### src/rtl/ps2_pkg.sv
// Shared types and protocol constants for the PS/2 keyboard controller.
package ps2_pkg;

   typedef enum logic [3:0] {
      StRstTx,
      StRstWait,
      StRstAck,
      StRstBat,
      StIdle,
      StCmdTx,
      StCmdWait,
      StCmdAck,
      StFail,
      StRsdTx,
      StRsdWait
   } state_t;

   localparam logic [7:0] CMD_RESET    = 8'hFF;
   localparam logic [7:0] CMD_RESEND   = 8'hFE;
   localparam logic [7:0] RSP_ACK      = 8'hFA;
   localparam logic [7:0] RSP_RESEND   = 8'hFE;
   localparam logic [7:0] RSP_BAT_OK   = 8'hAA;
   localparam logic [7:0] RSP_BAT_FAIL = 8'hFC;

   // Clock cycles spanned by a timeout given in milliseconds.
   function automatic int unsigned ms_to_ticks(input int unsigned clk_hz, input int unsigned ms);
      return (clk_hz / 1000) * ms;
   endfunction

endpackage

### src/rtl/ps2_rx_fifo.sv
// Synchronous scancode FIFO. Pop on empty is ignored; push on full is dropped unless a pop
// happens in the same cycle, in which case the pop frees the slot first. Depth must be a
// power of two (>= 2) so the pointers wrap naturally.
module ps2_rx_fifo #(
   parameter int unsigned Depth = 8,
   parameter int unsigned Width = 8
) (
   input  logic             clk,
   input  logic             reset,
   input  logic             push_i,
   input  logic [Width-1:0] push_data_i,
   input  logic             pop_i,
   output logic [Width-1:0] head_o,
   output logic             full_o,
   output logic             empty_o
);

   localparam int unsigned AddrW = $clog2(Depth);

   logic [Width-1:0] mem_q [Depth];
   logic [AddrW-1:0] wr_ptr_q, wr_ptr_d;
   logic [AddrW-1:0] rd_ptr_q, rd_ptr_d;
   logic [AddrW:0]   count_q, count_d;
   logic             do_push, do_pop;

   assign empty_o = (count_q == '0);
   assign full_o  = (count_q == (AddrW + 1)'(Depth));
   assign head_o  = mem_q[rd_ptr_q];
   assign do_pop  = pop_i && !empty_o;
   assign do_push = push_i && (!full_o || do_pop);

   // Pointer and occupancy next-state.
   always_comb begin
      wr_ptr_d = wr_ptr_q;
      rd_ptr_d = rd_ptr_q;
      count_d  = count_q;
      if (do_push) wr_ptr_d = wr_ptr_q + AddrW'(1);
      if (do_pop)  rd_ptr_d = rd_ptr_q + AddrW'(1);
      case ({do_push, do_pop})
         2'b10:   count_d = count_q + (AddrW + 1)'(1);
         2'b01:   count_d = count_q - (AddrW + 1)'(1);
         default: count_d = count_q;
      endcase
   end

   // Pointer and occupancy registers.
   always_ff @(posedge clk) begin
      if (reset) begin
         wr_ptr_q <= '0;
         rd_ptr_q <= '0;
         count_q  <= '0;
      end else begin
         wr_ptr_q <= wr_ptr_d;
         rd_ptr_q <= rd_ptr_d;
         count_q  <= count_d;
      end
   end

   // Storage array; contents need no reset since occupancy gates every read.
   always_ff @(posedge clk) begin
      if (do_push) mem_q[wr_ptr_q] <= push_data_i;
   end

endmodule

### src/rtl/ps2_kbd_ctrl.sv
// PS/2 keyboard controller: sequences a byte-level PS2Host through the power-on reset
// handshake, sends CPU command bytes with ACK/resend/timeout retries, and buffers
// scancodes in a FIFO.
// Optional feature macro PS2_KBD_RESEND_EN: a parity-error byte seen in IDLE or while
// waiting for an ACK makes the controller send a single 0xFE resend request.
module ps2_kbd_ctrl
   import ps2_pkg::*;
#(
   parameter int unsigned clkf           = 50000000,
   parameter int unsigned ack_timeout_ms = 20,
   parameter int unsigned bat_timeout_ms = 1000,
   parameter int unsigned max_retries    = 3,
   parameter int unsigned fifo_depth     = 8
) (
   input  logic       clk,
   input  logic       reset,
   input  logic [7:0] host_rx,
   input  logic       host_rx_valid,
   input  logic       host_error,
   output logic       host_start_tx,
   output logic [7:0] host_tx,
   input  logic       host_tx_busy,
   input  logic       cmd_valid,
   input  logic [7:0] cmd_data,
   output logic       cmd_ready,
   input  logic       rd_en,
   output logic [7:0] rd_data,
   output logic       empty,
   output logic       overflow,
   output logic       cmd_done,
   output logic       cmd_err,
   output logic       kbd_ready
);

`ifdef PS2_KBD_RESEND_EN
   localparam bit ResendEn = 1'b1;
`else
   localparam bit ResendEn = 1'b0;
`endif

   localparam int unsigned AckTicks = ms_to_ticks(clkf, ack_timeout_ms);
   localparam int unsigned BatTicks = ms_to_ticks(clkf, bat_timeout_ms);
   localparam int unsigned MaxTicks = (AckTicks > BatTicks) ? AckTicks : BatTicks;
   localparam int unsigned TimerW   = $clog2(MaxTicks + 1);
   localparam int unsigned AttW     = $clog2(max_retries + 1);

   localparam logic [TimerW-1:0] AckLoad = TimerW'(AckTicks);
   localparam logic [TimerW-1:0] BatLoad = TimerW'(BatTicks);

   state_t              state_q, state_d;
   state_t              ret_q, ret_d;
   logic [TimerW-1:0]   timer_q, timer_d, timer_dec;
   logic [AttW-1:0]     att_q, att_d, att_inc;
   logic [7:0]          cmd_q, cmd_d;
   logic                first_q, first_d;
   logic                kbd_ready_q, kbd_ready_d;
   logic                cmd_done_q, cmd_done_d;
   logic                cmd_err_q, cmd_err_d;
   logic                overflow_q, overflow_d;
   logic                rx_good, rx_bad, timeout, retry_ok;
   logic                push, fifo_full, fifo_empty;
   logic [7:0]          tx_byte;

   assign rx_good   = host_rx_valid && !host_error;
   assign rx_bad    = host_rx_valid && host_error;
   assign timeout   = (timer_q == '0);
   assign timer_dec = timeout ? timer_q : timer_q - TimerW'(1);
   assign att_inc   = att_q + AttW'(1);
   assign retry_ok  = (att_inc < AttW'(max_retries));

   // Main sequencer: next state, timers, retry count and event pulses.
   always_comb begin
      state_d     = state_q;
      ret_d       = ret_q;
      timer_d     = timer_q;
      att_d       = att_q;
      cmd_d       = cmd_q;
      first_d     = 1'b0;
      kbd_ready_d = kbd_ready_q;
      cmd_done_d  = 1'b0;
      cmd_err_d   = 1'b0;
      push        = 1'b0;
      case (state_q)
         StRstTx: begin
            first_d = 1'b1;
            state_d = StRstWait;
         end
         // Busy may not have risen yet the cycle after the start strobe.
         StRstWait: begin
            if (!first_q && !host_tx_busy) begin
               timer_d = AckLoad;
               state_d = StRstAck;
            end
         end
         StRstAck: begin
            timer_d = timer_dec;
            if (rx_good && host_rx == RSP_ACK) begin
               timer_d = BatLoad;
               att_d   = '0;
               state_d = StRstBat;
            end else if (rx_good && host_rx == RSP_RESEND || !host_rx_valid && timeout) begin
               att_d = att_inc;
               if (retry_ok) begin
                  state_d = StRstTx;
               end else begin
                  kbd_ready_d = 1'b0;
                  state_d     = StFail;
               end
            end else if (ResendEn && rx_bad) begin
               ret_d   = StRstAck;
               state_d = StRsdTx;
            end
         end
         StRstBat: begin
            timer_d = timer_dec;
            if (rx_good && host_rx == RSP_BAT_OK) begin
               kbd_ready_d = 1'b1;
               state_d     = StIdle;
            end else if (rx_good && host_rx == RSP_BAT_FAIL || !host_rx_valid && timeout) begin
               kbd_ready_d = 1'b0;
               state_d     = StFail;
            end
         end
         StIdle: begin
            push = rx_good;
            if (cmd_valid) begin
               cmd_d   = cmd_data;
               att_d   = '0;
               state_d = StCmdTx;
            end else if (ResendEn && rx_bad) begin
               ret_d   = StIdle;
               state_d = StRsdTx;
            end
         end
         StCmdTx: begin
            first_d = 1'b1;
            state_d = StCmdWait;
         end
         StCmdWait: begin
            if (!first_q && !host_tx_busy) begin
               timer_d = AckLoad;
               state_d = StCmdAck;
            end
         end
         StCmdAck: begin
            timer_d = timer_dec;
            if (rx_good && host_rx == RSP_ACK) begin
               cmd_done_d = 1'b1;
               state_d    = StIdle;
            end else if (rx_good && host_rx == RSP_RESEND || !host_rx_valid && timeout) begin
               att_d = att_inc;
               if (retry_ok) begin
                  state_d = StCmdTx;
               end else begin
                  cmd_err_d = 1'b1;
                  state_d   = StIdle;
               end
            end else if (rx_good) begin
               // Keyboard traffic interleaved with the ACK is still scancode data.
               push = 1'b1;
            end else if (ResendEn && rx_bad) begin
               ret_d   = StCmdAck;
               state_d = StRsdTx;
            end
         end
         StFail: begin
            if (cmd_valid) begin
               cmd_d   = cmd_data;
               att_d   = '0;
               state_d = StCmdTx;
            end
         end
         // Resend request: one shot, no retry accounting, then resume where it left off.
         StRsdTx: begin
            first_d = 1'b1;
            state_d = StRsdWait;
         end
         StRsdWait: begin
            if (!first_q && !host_tx_busy) begin
               timer_d = AckLoad;
               state_d = ret_q;
            end
         end
         default: state_d = StRstTx;
      endcase
   end

   // Sticky overflow: a push that finds the FIFO full with no pop in the same cycle.
   always_comb begin
      overflow_d = overflow_q;
      if (push && fifo_full && !rd_en) overflow_d = 1'b1;
   end

   // Byte presented to the host during the single-cycle TX states.
   always_comb begin
      tx_byte = 8'h00;
      case (state_q)
         StRstTx: tx_byte = CMD_RESET;
         StCmdTx: tx_byte = cmd_q;
         StRsdTx: tx_byte = CMD_RESEND;
         default: tx_byte = 8'h00;
      endcase
   end

   // Controller state registers.
   always_ff @(posedge clk) begin
      if (reset) begin
         state_q     <= StRstTx;
         ret_q       <= StIdle;
         timer_q     <= '0;
         att_q       <= '0;
         cmd_q       <= '0;
         first_q     <= 1'b0;
         kbd_ready_q <= 1'b0;
         cmd_done_q  <= 1'b0;
         cmd_err_q   <= 1'b0;
         overflow_q  <= 1'b0;
      end else begin
         state_q     <= state_d;
         ret_q       <= ret_d;
         timer_q     <= timer_d;
         att_q       <= att_d;
         cmd_q       <= cmd_d;
         first_q     <= first_d;
         kbd_ready_q <= kbd_ready_d;
         cmd_done_q  <= cmd_done_d;
         cmd_err_q   <= cmd_err_d;
         overflow_q  <= overflow_d;
      end
   end

   ps2_rx_fifo #(
      .Depth (fifo_depth),
      .Width (8)
   ) u_fifo (
      .clk         (clk),
      .reset       (reset),
      .push_i      (push),
      .push_data_i (host_rx),
      .pop_i       (rd_en),
      .head_o      (rd_data),
      .full_o      (fifo_full),
      .empty_o     (fifo_empty)
   );

   // Decoded outputs are held low while reset is asserted.
   assign host_start_tx = !reset && (state_q inside {StRstTx, StCmdTx, StRsdTx});
   assign host_tx       = reset ? 8'h00 : tx_byte;
   assign cmd_ready     = !reset && (state_q == StIdle || state_q == StFail);
   assign empty         = fifo_empty;
   assign overflow      = overflow_q;
   assign cmd_done      = cmd_done_q;
   assign cmd_err       = cmd_err_q;
   assign kbd_ready     = kbd_ready_q;

endmodule

### config.mk
export PLATFORM = sky130hd
export DESIGN_NAME = ps2_kbd_ctrl
export DESIGN_NICKNAME = d
export VERILOG_FILES = /design/src/rtl/ps2_pkg.sv /design/src/rtl/ps2_rx_fifo.sv /design/src/rtl/ps2_kbd_ctrl.sv
export SDC_FILE = /design/constraint.sdc
export NUM_CORES = 1
export LEC_CHECK = 0
export ABC_AREA = 1
export BUFFER_PORTS_ARGS = -buffer_cell sky130_fd_sc_hd__clkbuf_2
export CORE_ASPECT_RATIO = 1.4
export CORE_MARGIN = 5
export CORE_UTILIZATION = 54
export CTS_BUF_LIST = sky130_fd_sc_hd__clkbuf_16
export DETAILED_ROUTE_END_ITERATION = 8
export GPL_TIMING_DRIVEN = 0
export PLACE_DENSITY = 0.76
export SLEW_MARGIN = 20
export SYNTH_ARGS = -nofsm -noshare
export SYNTH_HDL_FRONTEND = slang
export SYNTH_SLANG_ARGS = --single-unit
### constraint.sdc
create_clock -name clk -period 2.3 [get_ports clk]
set_input_delay 0.46 -clock clk [delete_from_list [all_inputs] [get_ports clk]]
set_output_delay 0.46 -clock clk [all_outputs]
set_load 0.005 [all_outputs]
==> run_results.csv, run 1 <==
group,metric,value,unit
pwr,p_leak,3.08,nW
grt,grt_usage,24.3,%
detailed_routing,vias,5500,
sta,setup_viol,0,
setup_path,rr_startpoint,"state_q[3]$_SDFFE_PP0P_",
cts,cts_root_buf,"clkbuf_16",
cts,cts.sinks,122,
grt,grt_pass1_wl,25.9,mm
synthesis,ys_seq_area_share,51.0,%
cells_and_area,fin_nets,849,
synthesis,ys_ff_latch,122,
pwr,ir_worst_vdd,0.00100,V
floorplan,dieWidth,99.5,um
detailed_routing,drc,0,
sta,fin_crit,2.25,ns
sta,max_freq,445,MHz
sta,finClkSkew,0.00924,ns
cts,insertion_delay,0.42,ns
synthesis,synth.avg_cell_area,8.12,um^2
cells_and_area,diodes,0,
cts,path_clk_slew,0.06,ns
grt,grt_pass1_vias,5596,
sta,finalHoldViolations,0,
grt,grt_max_degree,17,
setup_path,worstSetupEndpointType,"output pin",
synthesis,yosysUniqueCellTypes,44,
setup_path,r2r_end,"u_fifo.mem_q[5][4]$_DFFE_PP_",
cells_and_area,fin_area,7340,um^2
synthesis,synth_area,6050,um^2
cts,cts_buffers,17,
synthesis,synthesis.nets,776,
floorplan,die_h,135,um
sta,fin_crit_sh,97.7,%
detailed_routing,wl,16.2,mm
floorplan,core_area,10900,um^2
floorplan,rows,45,
detailed_routing,avgRoutedWirePerCell,16.6,um
cells_and_area,synthToLayoutAreaGrowth,21.4,%
job,cap_violations,0,
floorplan,pin_count,46,
sta,worst_hold_slack,0.290,ns
placed_design,postPlaceCellArea,6510,um^2
setup_path,reg2regPathDepth,9,
placed_design,portBuffers,44,
outcome,outcome,"finished, final reports clean",
sta,maxSlewViolCount,0,
sta,worst_pin_slew,0.615,ns
detailed_routing,drtPass1Iterations,5,
placed_design,place_ws,-0.789,ns
detailed_routing,viasPerCell,5.66,
cts,cts_max_level,4,
cells_and_area,final_common_cell,"nand2_1",
sta,tns,0,ns
cts,cts.path.max_buffers,2,
placed_design,hpwl,11.5,mm
setup_path,r2r_slack,0.16,ns
cts,cts_tree,"done",
placed_design,gp_congestion,0.915,
floorplan,start_util,55.4,%
floorplan,die_area,13500,um^2
hold_path,hold_class,"in -> reg",
cells_and_area,fillers,887,
cells_and_area,drive_gt1_share,20.6,%
sta,timing.final.ws_setup,0.0540,ns
sta,timing.slew.headroom,59.0,%
cts,cts_hold_buf,0,
synthesis,syn_inst,745,
detailed_routing,ant_nets,0,
setup_path,path_max_fanout,10,
setup_path,required,1.84,ns
grt,antenna_found_initial,0,
setup_path,cp-endpoint,"rd_data[6]",
setup_path,critPathKind,"reg -> out",
pwr,power_density,1440,nW/um^2
setup_path,crit_path_start_kind,"register",
setup_path,crit_arrival,1.79,ns
synthesis,synth_warnings,0,
grt,overflow,0,
detailed_routing,drt-initial-drc-count,381,
cells_and_area,layout_common_cells,"nand2_1 (128), nor2_1 (125), edfxtp_1 (64), o21ai_0 (58), inv_1 (58)",
==> report_power, final <==
part	switching (mW)	total [mW]	internal (mW)
registers	0.320	2.90	2.58
logic	3.26	4.98	1.72
clock network	1.00	2.70	1.70
total	4.59	10.6	6.00
==> registers in the layout (all words and copies together), names as in the netlist, named ones only <==
signal and cells:
u_fifo.mem_q 64, timer_q 26, cmd_q 8, state_q 4, u_fifo.count_q 4, u_fifo.rd_ptr_q 3
u_fifo.wr_ptr_q 3, att_q 2, cmd_done 1, cmd_err 1, first_q 1, kbd_ready 1
overflow 1
==> cells in the mapped netlist (all sizes together) <==
| cell | instances | share of area [%] |
|---|---|---|
| o211ai | 1 | 0.12 |
| inv | 74 | 4.6 |
| a21oi | 52 | 4.6 |
| a31oi | 12 | 1.2 |
| ha | 7 | 1.4 |
| buf | 6 | 0.62 |
| nand3 | 54 | 4.8 |
| o21ai | 70 | 5.8 |
| and2 | 1 | 0.14 |
| nor4 | 6 | 0.62 |
| xor2 | 4 | 0.58 |
| o22ai | 9 | 0.93 |
| nor3 | 16 | 1.8 |
| edfxtp | 64 | 32 |
| dfxtp | 58 | 19 |
| clkinv | 1 | 0.062 |
| clkbuf | 14 | 0.87 |
| xnor2 | 1 | 0.14 |
| nand3b | 1 | 0.12 |
| nor2 | 140 | 9.3 |
| nand2 | 141 | 9.5 |
| nor3b | 2 | 0.33 |
| a21o | 1 | 0.12 |
| a21boi | 1 | 0.12 |
| o21a | 1 | 0.12 |
| fa | 1 | 0.33 |
| nand4 | 7 | 0.72 |
==> logic make-up after synthesis <==
kind of cell             Yosys count  synth area share [%]
AND/OR/NAND/NOR                  368                  27.3
flip-flops                       122                  51.0
AO/OA/AOI/OAI                    147                  13.1
buffers and inverters             95                  6.18
adder cells (fa/ha/maj)            8                  1.78
XOR/XNOR                           5                 0.724
==> routing by layer <==
metal	up-vias	share of wire, %	GRT usage [%]	wire length [um]
li1	2668	-	-	-
met1	2535	37	25.4	5930
met2	228	52	43.3	8380
met3	69	5.7	5.00	921
met4	0	5.8	16.6	930
met5	-	0	0	0
==> metrics by stage <==
stage | utilization (%) | instances | total power [mW]
6_report | 67.2 | 972 | 10.6
3_5_place_dp | 59.6 | 934 | 7.59
5_1_grt | 67.2 | 972 | 11.3
3_3_place_gp | 59.0 | 930 | 7.47
2_1_floorplan | - | 745 | 6.35
4_1_cts | 65.8 | 967 | 10.4
==> final cells by class <==
| type | instances | area [um^2] | area share (%) |
|---|---|---|---|
| sequential | 122 | 3100 | 42.2 |
| multi-input combinational | 528 | 2750 | 37.4 |
| clock buffer | 17 | 425 | 5.79 |
| timing repair buffer | 54 | 295 | 4.02 |
| inverter | 75 | 287 | 3.90 |
| tap | 141 | 176 | 2.40 |
| clock inverter | 15 | 174 | 2.37 |
| buffer | 20 | 141 | 1.93 |
==> how the worst min path moves through the flow <==
stage,depth (start not counted),slack [ns],end,start
5_1_grt,3,0.31,cmd_q[4]$_SDFFE_PP0P_,cmd_data[4]
3_3_place_gp,2,0.45,cmd_q[3]$_SDFFE_PP0P_,cmd_q[3]$_SDFFE_PP0P_
2_1_floorplan,2,0.43,register,u_fifo.rd_ptr_q[2]$_SDFFE_PP0P_
4_1_cts,3,0.28,cmd_q[4]$_SDFFE_PP0P_,cmd_data[4]
3_5_place_dp,2,0.45,cmd_q[3]$_SDFFE_PP0P_,cmd_q[3]$_SDFFE_PP0P_
6_report,3,0.29,cmd_q[4]$_SDFFE_PP0P_,cmd_data[4]
==> worst max-delay path, stage by stage (launching register included) <==
cell and delay [ns]:
dfxtp_2 0.45, buf_6 0.18, o21ai_0 0.11, o22ai_1 0.26, nor2_1 0.08, a31oi_1 0.16
clkbuf_2 0.14
==> repair_timing <==
item / in CTS / in global routing
pin swaps: 3 / 7
endpoints found under the setup margin: 59 / 72
buffers inserted: 1 / 5
gates resized for setup: 27 / 36
Note: power is estimated with default switching activity, not from simulation.
==> run 2: changes to the inputs <==
CORE_ASPECT_RATIO = 1.25   (was 1.4)
CORE_UTILIZATION = 55   (was 54)
PLACE_DENSITY = 0.74   (was 0.76)
SKIP_LAST_GASP = 1   (was not set)
clock period = 2.6 ns   (was 2.3 ns; I/O delays follow)
==> run 2 against run 1 <==
Compared with the run above: sequential power fell by 12%; clock skew grew 0.0025 ns; cell count fell by 1.5%; via count is 2.6% lower; largest power group unchanged; critical endpoint is now rd_data[3]; global-route usage shrank 0.83 points; hold slack gained 0.070 ns; sequential share of layout area rose by 1.4 points; die area shrank 1.8%; utilization is 0.81 points lower; non-clock buffer count fell by 6; total power shrank 16%.
==> run_results.csv, run 2 (same netlist as run 1, synthesis figures left out) <==
group,metric,value,unit
outcome,outcome,"finished, final reports clean",
cts,cts_buffers,17,
setup_path,r2r_end,"u_fifo.mem_q[7][1]$_DFFE_PP_",
cells_and_area,fin_area,7090,um^2
job,cap_violations,0,
sta,fin_crit_sh,95.9,%
sta,worst_pin_slew,0.811,ns
setup_path,rr_startpoint,"state_q[3]$_SDFFE_PP0P_",
detailed_routing,viasPerCell,5.60,
setup_path,slowest_stage,"dfxtp_1",
floorplan,die_h,127,um
placed_design,portBuffers,44,
grt,grt_usage,23.5,%
cells_and_area,drive_gt1_share,17.6,%
hold_path,hold-path-endpoint,"cmd_q[7]$_SDFFE_PP0P_",
floorplan,rows,42,
placed_design,dp_cells,925,
placed_design,hpwl,11.3,mm
cells_and_area,final_util,66.4,%
cells_and_area,synthToLayoutAreaGrowth,17.1,%
setup_path,r2r_slack,0.18,ns
sta,setup_viol,0,
sta,finalHoldViolations,0,
pwr,power_density,1260,nW/um^2
cts,cts_tree,"done",
detailed_routing,drtPass1Iterations,6,
sta,finClkSkew,0.0118,ns
sta,timing.slew.headroom,45.6,%
setup_path,path_max_fanout,10,
sta,maxSlewViolCount,0,
sta,worst_hold_slack,0.360,ns
floorplan,core_area,10700,um^2
pwr,p_leak,3.02,nW
setup_path,worstSetupEndpointType,"output pin",
detailed_routing,avgRoutedWirePerCell,15.9,um
setup_path,required,2.08,ns
cts,cts.sinks,122,
cells_and_area,largest_register,"u_fifo.mem_q",
sta,rsz0062_at_grt,"yes",
detailed_routing,wl,15.2,mm
cts,path_clk_slew,0.05,ns
cells_and_area,reg_top3,"u_fifo.mem_q: 64 flops, timer_q: 26 flops, cmd_q: 8 flops",
setup_path,cp_cell_sequence,"clkbuf_2 > o21ai_0 > o22ai_1 > nor2_1 > a31oi_1 > clkbuf_2",
pwr,power.switching,3.86,mW
floorplan,start_util,56.7,%
placed_design,gp_congestion,0.989,
placed_design,postPlaceCellArea,6500,um^2
setup_path,crit_top_cell,"clkbuf_2",
pwr,pwr-share-seq,28.5,%
hold_path,min_from,"cmd_data[7]",
pwr,p_int,5.08,mW
setup_path,crit_path_start_kind,"register",
floorplan,pin_count,46,
cells_and_area,layout_common_cells,"nand2_1 (129), nor2_1 (126), inv_1 (68), edfxtp_1 (64), o21ai_0 (59)",
setup_path,critPathKind,"reg -> out",
detailed_routing,ant_nets,0,
pwr,ir_worst_vdd,0.000845,V
grt,grt_pass1_vias,5175,
detailed_routing,drc,0,
detailed_routing,vias,5355,
sta,max_freq,401,MHz
pwr,clockPowerShare,24.2,%
cts,cts_hold_buf,0,
hold_path,hold_depth,3,
cells_and_area,fin_nets,843,
floorplan,die_area,13200,um^2
sta,timing.final.ws_setup,0.107,ns
grt,grt_max_degree,17,
grt,antenna_found_initial,0,
cells_and_area,final_common_cell,"nand2_1",
detailed_routing,drt-initial-drc-count,274,
hold_path,hold_class,"in -> reg",
floorplan,dieWidth,104,um
sta,fin_crit,2.49,ns
cells_and_area,largest_register_ff_count,64,
cells_and_area,final_cells,957,
setup_path,slowest_delay,0.44,ns
grt,overflow,0,
cts,cts.path.max_buffers,2,
placed_design,place_ws,-0.546,ns
pwr,switching_share,43.2,%
cells_and_area,diodes,0,
grt,grt_pass1_wl,24.9,mm
cts,cts_root_buf,"clkbuf_16",
pwr,p_comb_share,47.3,%
cts,insertion_delay,0.41,ns
setup_path,reg2regPathDepth,8,
setup_path,crit_arrival,1.97,ns
cts,cts_max_level,4,
run 2: cell types whose count changed in the layout (fill, tap and decap cells not counted), sizes merged:
cell,before,now
clkinv,7,6
inv,76,80
bufinv,3,2
clkinvlp,4,2
buf,20,12
clkbuf,71,73
run 2: how the worst max path moves through the flow:
stage / end / slack, ns / startpoint
2_1_floorplan: u_fifo.mem_q[2][0]$_DFFE_PP_ / 0.08 / host_rx[3]
3_3_place_gp: u_fifo.mem_q[3][4]$_DFFE_PP_ / -0.92 / host_rx[2]
3_5_place_dp: u_fifo.mem_q[6][2]$_DFFE_PP_ / -0.55 / host_rx[0]
4_1_cts: host_tx[7] / 0.01 / state_q[0]$_SDFFE_PP0P_
5_1_grt: u_fifo.mem_q[1][3]$_DFFE_PP_ / -0.02 / host_rx[0]
6_report: rd_data[3] / 0.11 / register
run 2: worst max-delay path: cells and delay by family (launching register included):
family | cells | cell delay [ns]
compound gates | 3 | 0.61
buf+inv | 2 | 0.44
flops | 1 | 0.44
simple gates | 1 | 0.08
run 2: per-layer routing:
metal	GRT usage [%]	up-vias	part of all wire, %
met2	42.6	203	52
met1	25.7	2459	39
li1	-	2648	-
met3	5.60	45	5.6
met5	0	-	0
met4	11.4	0	3.6
run 2: cell type report:
type	count	area, um^2
Buffer	20	98.8
Clock buffer	17	425
Clock inverter	15	124
Fill cell	896	3580
Inverter	75	284
Multi-Input combinational cell	528	2660
Sequential cell	122	3090
Tap cell	132	165
Timing Repair Buffer	48	248
run 2: power by group through the flow:
stage               Sequential [mW]  Clock [mW]  Combinational, mW
floorplan                      2.49           0               3.13
global placement               2.56           0               4.05
detailed placement             2.57           0               4.14
CTS                            2.54        2.19               4.17
global route                   2.59        2.31               4.73
finish                         2.55        2.17               4.23
run 2: what timing repair did:
item / CTS / global route
resized for setup: 8 / 10
hold endpoints to repair: 0 / 0
buffers inserted: 0 / 0
endpoints found under the setup margin: 21 / 43
cloned: 0 / 0
run 2: through the flow:
| step | TNS (ns) | total power [mW] |
|---|---|---|
| after detailed placement | -16.31 | 6.71 |
| after floorplan | 0 | 5.62 |
| after global routing | -0.159 | 9.63 |
| after global placement | -43.65 | 6.61 |
| final | 0 | 8.94 |
| after CTS | 0 | 8.89 |
==> run 3: changes to the inputs <==
ABC_AREA = not set   (was 1)
==> run 3 against run 2 <==
Compared with the run above: maximum frequency fell by 1.7%; clock power rose by 3%; clock-buffer cell count stayed put; sequential share of layout area fell by 0.074 points; setup slack lost 0.044 ns; design area grew 0.49%; combinational power decreased by 15%; flip-flop and latch count is the same; die area fell by 3.1%; utilization rose by 1.3 points; critical endpoint is now state_q[1]$_SDFFE_PP0P_; largest cell class unchanged.
==> run_results.csv, run 3 <==
group,metric,value,unit
pwr,p_int,5.16,mW
synthesis,yosysUniqueCellTypes,70,
cells_and_area,largest_register,"u_fifo.mem_q",
sta,timing.slew.headroom,53.3,%
grt,overflow,0,
detailed_routing,viasPerCell,6.16,
sta,worst_pin_slew,0.695,ns
cts,cts.sinks,122,
synthesis,synth-edff-count,64,
pwr,p_comb_share,43.4,%
floorplan,start_util,55.6,%
cells_and_area,largest_register_ff_count,64,
synthesis,synth_top_area_share,32.9,%
sta,max_freq,394,MHz
detailed_routing,drc,0,
floorplan,die_h,125,um
synthesis,netlist_top_cells_area,"edfxtp_1 (33%), dfxtp_1 (20%), mux4_2 (6.2%)",
detailed_routing,drt-met1-wl,5.63,mm
floorplan,die_area,12800,um^2
cts,cts.path.max_buffers,2,
synthesis,ys_seq_area_share,52.7,%
sta,setup_viol,0,
grt,antenna_found_initial,0,
cts,path_clk_slew,0.06,ns
detailed_routing,met2WireLength,7.09,mm
detailed_routing,avgRoutedWirePerCell,19.0,um
synthesis,ys_ff_latch,122,
cells_and_area,final_common_cell,"edfxtp_1",
setup_path,crit_path_start_kind,"register",
synthesis,synth_ff_type,"edfxtp_1",
placed_design,dp_cells,695,
synthesis,synth_warnings,0,
cells_and_area,layout_common_cells,"edfxtp_1 (64), dfxtp_1 (54), nor2_1 (51), clkbuf_2 (49), nand2_1 (26)",
setup_path,reg2regPathDepth,6,
grt,grt_pass1_wl,22.5,mm
placed_design,gp_congestion,0.896,
placed_design,hpwl,9.66,mm
sta,finClkSkew,0.0103,ns
hold_path,hold_class,"in -> reg",
grt,grt_pass1_vias,4531,
floorplan,dieWidth,102,um
setup_path,worstSetupEndpointType,"register",
setup_path,crit_arrival,2.82,ns
floorplan,pin_count,46,
outcome,outcome,"finished, final reports clean",
hold_path,hold_depth,3,
detailed_routing,vias,4490,
pwr,ir_worst_vdd,0.000747,V
pwr,switching_share,37.5,%
cts,cts_root_buf,"clkbuf_16",
cts,insertion_delay,0.42,ns
synthesis,synth.avg_cell_area,11.3,um^2
cts,cts_hold_buf,0,
pwr,power.switching,3.09,mW
cells_and_area,drive_gt1_share,28.6,%
floorplan,rows,42,
synthesis,synthesis.nets,550,
synthesis,synth_area,5850,um^2
cells_and_area,final_cells,729,
cells_and_area,fin_nets,615,
synthesis,syn_inst,519,
cts,cts_buffers,17,
sta,fin_crit,2.54,ns
sta,finalHoldViolations,0,
synthesis,yosysTopAreaCell,"edfxtp_1",
synthesis,async_flop_share,0,%
cells_and_area,reg_top3,"u_fifo.mem_q: 64 flops, timer_q: 26 flops, cmd_q: 8 flops",
sta,fin_crit_sh,97.6,%
cts,cts_max_level,4,
detailed_routing,wl_met3,768,um
floorplan,core_area,10500,um^2
cells_and_area,fin_area,7120,um^2
setup_path,critPathKind,"reg -> reg",
sta,maxSlewViolCount,0,
pwr,pwr-share-seq,29.6,%
grt,grt_usage,22.5,%
setup_path,path_max_fanout,7,
placed_design,portBuffers,44,
cts,cts_tree,"done",
pwr,clockPowerShare,27.0,%
setup_path,required,2.89,ns
grt,grt_max_degree,17,
detailed_routing,ant_nets,0,
job,cap_violations,0,
synthesis,synth_commonest_cells,"edfxtp_1 (64), nor2_1 (60), dfxtp_1 (58), nand2_1 (26)",
pwr,p_leak,2.54,nW
cells_and_area,synthToLayoutAreaGrowth,21.8,%
cells_and_area,diodes,0,
detailed_routing,highest_layer,"met4",
pwr,power_density,1160,nW/um^2
detailed_routing,drtPass1Iterations,5,
placed_design,postPlaceCellArea,6250,um^2
sta,worst_hold_slack,0.343,ns
sta,tns,0,ns
detailed_routing,wl,13.8,mm
detailed_routing,drt-initial-drc-count,209,
synthesis,synth_most_common_cell,"edfxtp_1",
==> run 3: changes by cell type after synthesis, sizes merged, moves of 12 or more <==
cell,previous run,this run
o21ai,70,19
nor2,140,60
mux4,0,16
mux2i,0,12
inv,74,8
nand2,141,26
or4,0,12
nand3,54,6
a21oi,52,24
==> run 3: path summary, 6_finish.rpt <==
| check | startpoint | end | slack (ns) |
|---|---|---|---|
| max reg2reg | timer_q[14]$_SDFFE_PP0P_ | state_q[1]$_SDFFE_PP0P_ | 0.06 |
| max | timer_q[14]$_SDFFE_PP0P_ | state_q[1]$_SDFFE_PP0P_ | 0.06 |
| min | cmd_data[7] | cmd_q[7]$_SDFFE_PP0P_ | 0.34 |
| min reg2reg | timer_q[7]$_SDFFE_PP0P_ | timer_q[7]$_SDFFE_PP0P_ | 0.50 |
==> run 3: repair_timing <==
| item | 4_1_cts | 5_1_grt |
|---|---|---|
| endpoints found under the setup margin | 99 | 76 |
| setup buffers | 6 | 3 |
| resized for setup | 42 | 39 |
| pin swaps | 6 | 8 |
==> run 3: cell families (layout without fill, tap and decap cells) <==
family          after synthesis  count (layout)  synth area share (%)
buf+inv                      37             115                  2.42
flops                       122             122                  52.7
compound gates              103             103                  12.7
xor+xnor                     16              16                  2.40
mux                          38              38                  10.1
simple gates                195             195                  17.8
fa+ha+maj                     8               8                  1.84
==> run 3: layout make-up <==
class                   count  area, um^2
fillers                   774        3390
flip-flops and latches    122        3100
multi-input cells         360        2840
clock buffers              17         425
repair buffers             53         308
well taps                 132         165
clock inverters            15         135
plain buffers              22         118
inverters                   8        30.0
==> run 3: power by group through the flow <==
stage	logic, mW	clock network (mW)	registers [mW]
after global routing	3.92	2.34	2.47
after global placement	3.02	0	2.41
after detailed placement	3.09	0	2.42
final	3.58	2.23	2.44
after floorplan	2.36	0	2.38
after CTS	3.31	2.24	2.43
==> run 3: through the flow <==
| stage | total power, mW | worst slack [ns] | utilization [%] |
|---|---|---|---|
| after CTS | 7.98 | -0.0236 | 66.5 |
| after global routing | 8.73 | -0.00280 | 67.8 |
| after global placement | 5.43 | -0.591 | 59.5 |
| after floorplan | 4.74 | -0.0230 | - |
| after detailed placement | 5.51 | -0.678 | 59.5 |
| final | 8.25 | 0.0626 | 67.8 |
==> run 3: metal layers <==
metal	up-vias	GRT usage [%]
met4	0	9.19
met5	-	0
met2	162	38.1
met3	27	5.13
met1	2169	27.3
li1	2132	-
==> run 3: critical path, stage by stage (launching register included) <==
cell,delay (ns)
dfxtp_4,0.34
or4_4,0.55
or4_4,0.52
or4_4,0.56
a2bb2oi_4,0.20
mux2i_1,0.18
nor2_1,0.05
